==> src/rtl/serial_adder.sv <==
// serial_adder: bit-serial adder, one full-add per clock LSB first, carry held in a flop
module serial_adder #(
  parameter int WIDTH = 8
) (
  input  logic             clk,
  input  logic             rst,
  input  logic             start,
  input  logic [WIDTH-1:0] a,
  input  logic [WIDTH-1:0] b,
  input  logic             cin,
  output logic             busy,
  output logic             done,
  output logic [WIDTH-1:0] sum,
  output logic             cout
);
  localparam int CW = (WIDTH > 1) ? $clog2(WIDTH) : 1;
  typedef enum logic [1:0] {IDLE, SHIFT, DONE} state_t;
  state_t           r_state, w_next;
  logic [WIDTH-1:0] r_a, r_b, r_sum_sr;
  logic             r_carry;
  logic [CW-1:0]    r_cnt;
  logic             w_s, w_c, w_last, w_load;
  always_comb begin
    w_s    = r_a[0] ^ r_b[0] ^ r_carry;
    w_c    = (r_a[0] & r_b[0]) | (r_a[0] & r_carry) | (r_b[0] & r_carry);
    w_last = r_cnt == CW'(WIDTH - 1);
    w_load = start && (r_state != SHIFT);
    w_next = w_load ? SHIFT : (r_state == SHIFT) ? (w_last ? DONE : SHIFT) : IDLE;
  end
  assign busy = r_state == SHIFT;
  assign done = r_state == DONE;
  // The last bit is folded straight into sum so the result appears on entry to DONE.
  always_ff @(posedge clk) begin
    if (rst) begin
      r_state  <= IDLE;
      r_a      <= '0;
      r_b      <= '0;
      r_sum_sr <= '0;
      r_carry  <= 1'b0;
      r_cnt    <= '0;
      sum      <= '0;
      cout     <= 1'b0;
    end else begin
      r_state <= w_next;
      if (w_load) begin
        r_a     <= a;
        r_b     <= b;
        r_carry <= cin;
        r_cnt   <= '0;
      end else if (r_state == SHIFT) begin
        r_a      <= r_a >> 1;
        r_b      <= r_b >> 1;
        r_carry  <= w_c;
        r_sum_sr <= {w_s, r_sum_sr[WIDTH-1:1]};
        r_cnt    <= r_cnt + 1'b1;
        if (w_last) begin
          sum  <= {w_s, r_sum_sr[WIDTH-1:1]};
          cout <= w_c;
        end
      end
    end
  end
endmodule

==> config.mk <==
export PLATFORM = sky130hd
export DESIGN_NAME = serial_adder
export DESIGN_NICKNAME = d
export VERILOG_FILES = /design/src/rtl/serial_adder.sv
export SDC_FILE = /design/constraint.sdc
export NUM_CORES = 1
export LEC_CHECK = 0
export CORE_UTILIZATION = 54
export CTS_CLUSTER_DIAMETER = 100
export DETAILED_ROUTE_END_ITERATION = 16
export PLACE_DENSITY = 0.83
export SYNTH_ARGS = -nofsm -noshare
export SYNTH_HDL_FRONTEND = slang
export SYNTH_SLANG_ARGS = --single-unit
==> constraint.sdc <==
create_clock -name clk -period 1.8 [get_ports clk]
set_input_delay 0.18 -clock clk [delete_from_list [all_inputs] [get_ports clk]]
set_output_delay 0.18 -clock clk [all_outputs]
set_load 0.05 [all_outputs]
* Word-level counts from Yosys, hierarchy flattened *
Cells that the tools add are included.

word-level totals
  register bits = 39
  output and inout port bits = 11
  input port bits = 20
  logic and storage cells = 38

operators by class
  add/sub/neg operators = 1
  muxes and demuxes = 9
  reduce and logical (&&, ||, !) cells = 6
  bitwise logic cells = 9
  equal/unequal tests = 4

operators by type and width
  kind                 count
  $mux 8               4
  $mux 1               4
  $add 3x1->3 const B  1
  $and 1x1->1          3
  $eq 3x3->1 const B   1
  $reduce_and 3->1     1
  $reduce_or 3->1      1
  $eq 2x1->1 const B   1
  $eq 2x2->1 const B   1
  $mux 2               1
  $ne 2x1->1 const B   1
  $not 1->1            2
  $or 1x1->1           2
  $reduce_and 2->1     1
  $reduce_bool 2->1    1
  $reduce_or 2->1      1
  $xor 1x1->1          2
  $logic_and 1x1->1    1

* Logic depth before layout (Yosys ltp) *
  depth in word-level cells = 5
  mapped depth = 6

* Least setup slack after synthesis *
OpenSTA, ideal clock, no wires.

  path kind = register -> register
  start = reg r_cnt[0]
  end = reg sum[1]
  slack = 573 ps
  path buffers = 1
  data arrival time = 1082 ps
  library setup time = 145 ps
  stages on the path, launching flop included = 7
  required time = 1655 ps
  path through = dfxtp_1 -> ha_1 -> ha_1 -> and3b_1 -> buf_2 -> nand2_1 -> a21oi_1

between the ends
  word-level cells in the longest chain between the ends = 2

ends and longest elaborated chain
  item                        RTL line  text
  from (decl)                 21        logic [CW-1:0] r_cnt;
  from (signal assigned)      55        r_cnt <= r_cnt + 1'b1;
  $eq 3x3->1                  26        w_last = r_cnt == CW'(WIDTH - 1);
  named net w_last            22        logic w_s, w_c, w_last, w_load;
  $reduce_and 3->1 (no line)  -
  to (signal assigned)        57        sum <= {w_s, r_sum_sr[WIDTH-1:1]};
  to (decl)                   13        output logic [WIDTH-1:0] sum,

The timed path passes the listed nets, and every way through them passes these cells.
A chain may end at the register's enable or synchronous reset.

* Worst setup path in the final report *
  start = reg sum[2]
  end = out sum[2]

No word-level cell between the ends.

==> summary.txt <==
Finish
  • Antenna diode instance count: 0
  • Area growth from synthesis to layout: 21.0%
  • Layout cell share with drive strength beyond 1: 0.157
  • Final design utilization: 0.704
  • Net count, final: 220

Global route
  • Final global-route overflow total: 0
  • Antenna violations before repair: 0
  • Global routing usage on met1: 0.200
  • Gr busiest metal: met2
  • Global Route met3 Usage: 0.0703
  • Pin count of the biggest net entering global routing: 22
  • Total routing usage reported by global routing: 0.197
  • Global-route wire length before repair: 4.77 mm
  • Met2 Resource Use GR: 0.348
  • Number of global-route vias before repair: 1203

STA
  • Worst setup skew after layout: 6.39 ps
  • Slew Limit Fails: 0
  • Period utilisation layout: 0.931
  • Actual transition at the worst max-transition pin: 496 ps
  • Total negative slack: 0 ps
  • Upper clock frequency limit: 597 MHz
  • Final worst path period need: 1680 ps
  • Rel. slew slack: 0.669
  • Number of hold-slack violations in the final timing report: 0
  • Final setup violation count: 0
  • Unrepaired setup endpoints after global routing: no
  • Crit path setup slack, layout: 125 ps

Route
  • Drt wl/cell: 12.6 um
  • Number of vias in the routed layout: 1251
  • Number of DRC violations after detailed-routing iteration 0: 20
  • Total Wirelength: 2.89 mm
  • Number of iterations in the first detailed-routing pass: 10
  • Antenna-violating nets left: 0
  • Remaining DRCs: 2
  • DR vias/cell: 5.46

Logic synthesis
  • Top-count cell post-synth: sky130_fd_sc_hd__dfxtp_1
  • Cell count after synthesis: 169
  • Sequential fraction of the synthesis area: 0.466
  • Top cells by area, synth: sky130_fd_sc_hd__dfxtp_1 47%, sky130_fd_sc_hd__a211oi_2 11%, sky130_fd_sc_hd__mux2i_1 10%, sky130_fd_sc_hd__nand2_1 7.8%, sky130_fd_sc_hd__a21oi_1 5.8%
  • Synth cell count leaders: 38 x sky130_fd_sc_hd__dfxtp_1, 34 x sky130_fd_sc_hd__nand2_1, 19 x sky130_fd_sc_hd__a21oi_1
  • Synthesized area divided by synthesized cell count: 9.66 um^2
  • Async set-reset flop share out of synthesis: 0
  • Net count after synthesis: 192
  • Warning count from the yosys run: 0
  • Netlist area before placement: 1630 um^2
  • Synth Flop Type: sky130_fd_sc_hd__dfxtp_1
  • Count of distinct cell types in the synthesized netlist: 19
  • Dominant cell type by area after synthesis: sky130_fd_sc_hd__dfxtp_1
  • Area share of the largest cell type after synthesis: 0.466
  • Number of flops mapped to enable cells by yosys: 0
  • Synthesis-stage register bit count: 38

CTS
  • CTS tree: yes
  • Number of buffers inserted by post-CTS setup repair: 0
  • Worst skew pair latency: 340 ps
  • Clk slew on worst S/H paths: 110 ps
  • Number of clock buffers inserted by TritonCTS: 5
  • Total of cells resized after clock tree synthesis: 0
  • Number of buffers on the longest clock path: 2
  • Count of clock tree sinks: 38
  • Number of levels the H-tree was split into: 2
  • Number of hold buffers added after CTS: 0
  • CTS Root Buffer Type: sky130_fd_sc_hd__clkbuf_4

Critical path
  • Critical path, cell by cell: clkdlybuf4s50_1
  • Launch instance of the worst register-to-register path: r_cnt[0]$_SDFFE_PP0N_
  • Biggest cell delay along the critical path: 800 ps
  • Setup crit start kind: flip-flop
  • CP top delay family: buffers and inverters
  • Sum of buffers and inverters on the critical path: 1
  • Required time of the critical path: 1620 ps
  • Worst reg2reg setup slack: 370 ps
  • Slowest cell on the critical path: sky130_fd_sc_hd__clkdlybuf4s50_1
  • Arrival time reported for the critical path endpoint: 1500 ps
  • Largest fanout on the critical path: 2
  • FF-to-FF End: sum[2]$_SDFFE_PP0P_
  • Sort of element at the end of the critical path: primary output
  • R2r worst-path depth: 5
  • Worst Setup Path Type: reg -> out

Floorplan
  • Initial core utilization: 0.582
  • Row count: 19
  • Vertical die dimension: 57.0 um
  • Number of ports placed on the die boundary: 31
  • Die X-Extent: 57.0 um
  • Die area: 3250 um^2
  • Core area: 2810 um^2

Worst hold path
  • Hold path startpoint: sum[7]$_SDFFE_PP0P_
  • Worst min-delay path endpoint: sum[7]$_SDFFE_PP0P_
  • Cell count of the worst hold path: 2
  • Path class of the lowest-slack min-delay path: reg -> reg

Pwr
  • Power density normalized to cell area: 797 nW/um^2
  • Worst ir drop on vdd: 0.507 mV
  • Static power due to leakage: 0.757 nW

Place
  • Count of buffers from port buffering: 30
  • Hpwl dp: 2.02 mm
  • Placer congestion estimate: 0.714
  • Worst setup timing slack at the placement stage: 358 ps

Status
  • Run status: finished, violations left
  • Violated checks: design-rule violations

Run
  • Max-cap violations: 0
==> flip-flops by register name, indices dropped and copies added, names as in the netlist <==
signal and flops:
cout 1, r_a 8, r_b 8, r_carry 1, r_cnt 3, r_state 2, r_sum_sr 7, sum 8
==> metrics by stage <==
step | power, W | std cells | hold WS [ps] | instance area (um^2)
floorplan | 0.00107 | 169 | 375 | 1630
global placement | 0.00113 | 221 | 442 | 1920
detailed placement | 0.00114 | 221 | 447 | 1920
CTS | 0.00159 | 229 | 455 | 1980
global route | 0.00164 | 229 | 457 | 1980
finish | 0.00157 | 229 | 458 | 1980
==> layout by cell type, fill, tap and decap left out <==
cell type	synthesis	layout
sky130_fd_sc_hd__a211oi_2	15	15
sky130_fd_sc_hd__a21oi_1	19	19
sky130_fd_sc_hd__and3b_1	1	1
sky130_fd_sc_hd__buf_12	0	1
sky130_fd_sc_hd__buf_4	4	6
sky130_fd_sc_hd__clkbuf_1	1	1
sky130_fd_sc_hd__clkbuf_4	0	5
sky130_fd_sc_hd__clkbuf_8	0	1
sky130_fd_sc_hd__clkdlybuf4s50_1	0	28
sky130_fd_sc_hd__clkinv_2	0	1
sky130_fd_sc_hd__dfxtp_1	38	38
sky130_fd_sc_hd__fa_1	1	1
sky130_fd_sc_hd__ha_1	2	2
sky130_fd_sc_hd__inv_4	1	1
sky130_fd_sc_hd__mux2i_1	17	17
sky130_fd_sc_hd__nand2_1	34	34
sky130_fd_sc_hd__nand2b_1	2	1
sky130_fd_sc_hd__nand2b_2	0	1
sky130_fd_sc_hd__nand3b_1	4	4
sky130_fd_sc_hd__nor2_1	17	17
sky130_fd_sc_hd__nor2b_1	1	1
sky130_fd_sc_hd__nor3_1	2	2
sky130_fd_sc_hd__o21ai_0	1	1
==> power by group <==
group          internal, W  switching [W]
registers         0.000879      0.0000226
logic             0.000109       0.000107
clock network     0.000189       0.000268
total              0.00118       0.000397
==> layer usage <==
metal  vias up  part of all wire
li1        633                 -
met3         5             0.051
met2        29              0.50
met5         -                 0
met4         0             0.018
met1       584              0.43
==> logic make-up (layout without fill, tap and decap cells) <==
family | count (synthesis) | after routing | share of synthesized area
compound gates | 35 | 35 | 0.176
flops | 38 | 38 | 0.466
fa+ha+maj | 3 | 3 | 0.0276
mux | 17 | 17 | 0.104
simple gates | 61 | 61 | 0.159
buf+inv | 15 | 44 | 0.0674
==> tightest hold or removal path, cell delays in order, from the launching register on <==
cell and delay (ps):
sky130_fd_sc_hd__dfxtp_1 320, sky130_fd_sc_hd__nand2_1 50, sky130_fd_sc_hd__a21oi_1 50
==> final cells by class <==
type	count	area, um^2
fillers	233	830
flip-flops and latches	38	761
inverters	1	6.26
clock inverters	1	5.00
clock buffers	7	55.1
well taps	31	38.8
multi-input cells	116	764
repair buffers	35	345
==> worst max-delay path by stage <==
stage / start / to / slack (ps) / cells past startpoint
floorplan: r_cnt[0]$_SDFFE_PP0N_ / sum[1]$_SDFFE_PP0P_ / 570 / 6
CTS: cout$_SDFFE_PP0P_ / cout / 110 / 1
global placement: start / r_a[1]$_SDFFE_PP0P_ / 400 / 4
detailed placement: start / r_a[1]$_SDFFE_PP0P_ / 360 / 4
global route: cout$_SDFFE_PP0P_ / cout / 60 / 1
finish: sum[2]$_SDFFE_PP0P_ / sum[2] / 120 / 1
No activity file was read; power rests on OpenSTA's default activity.
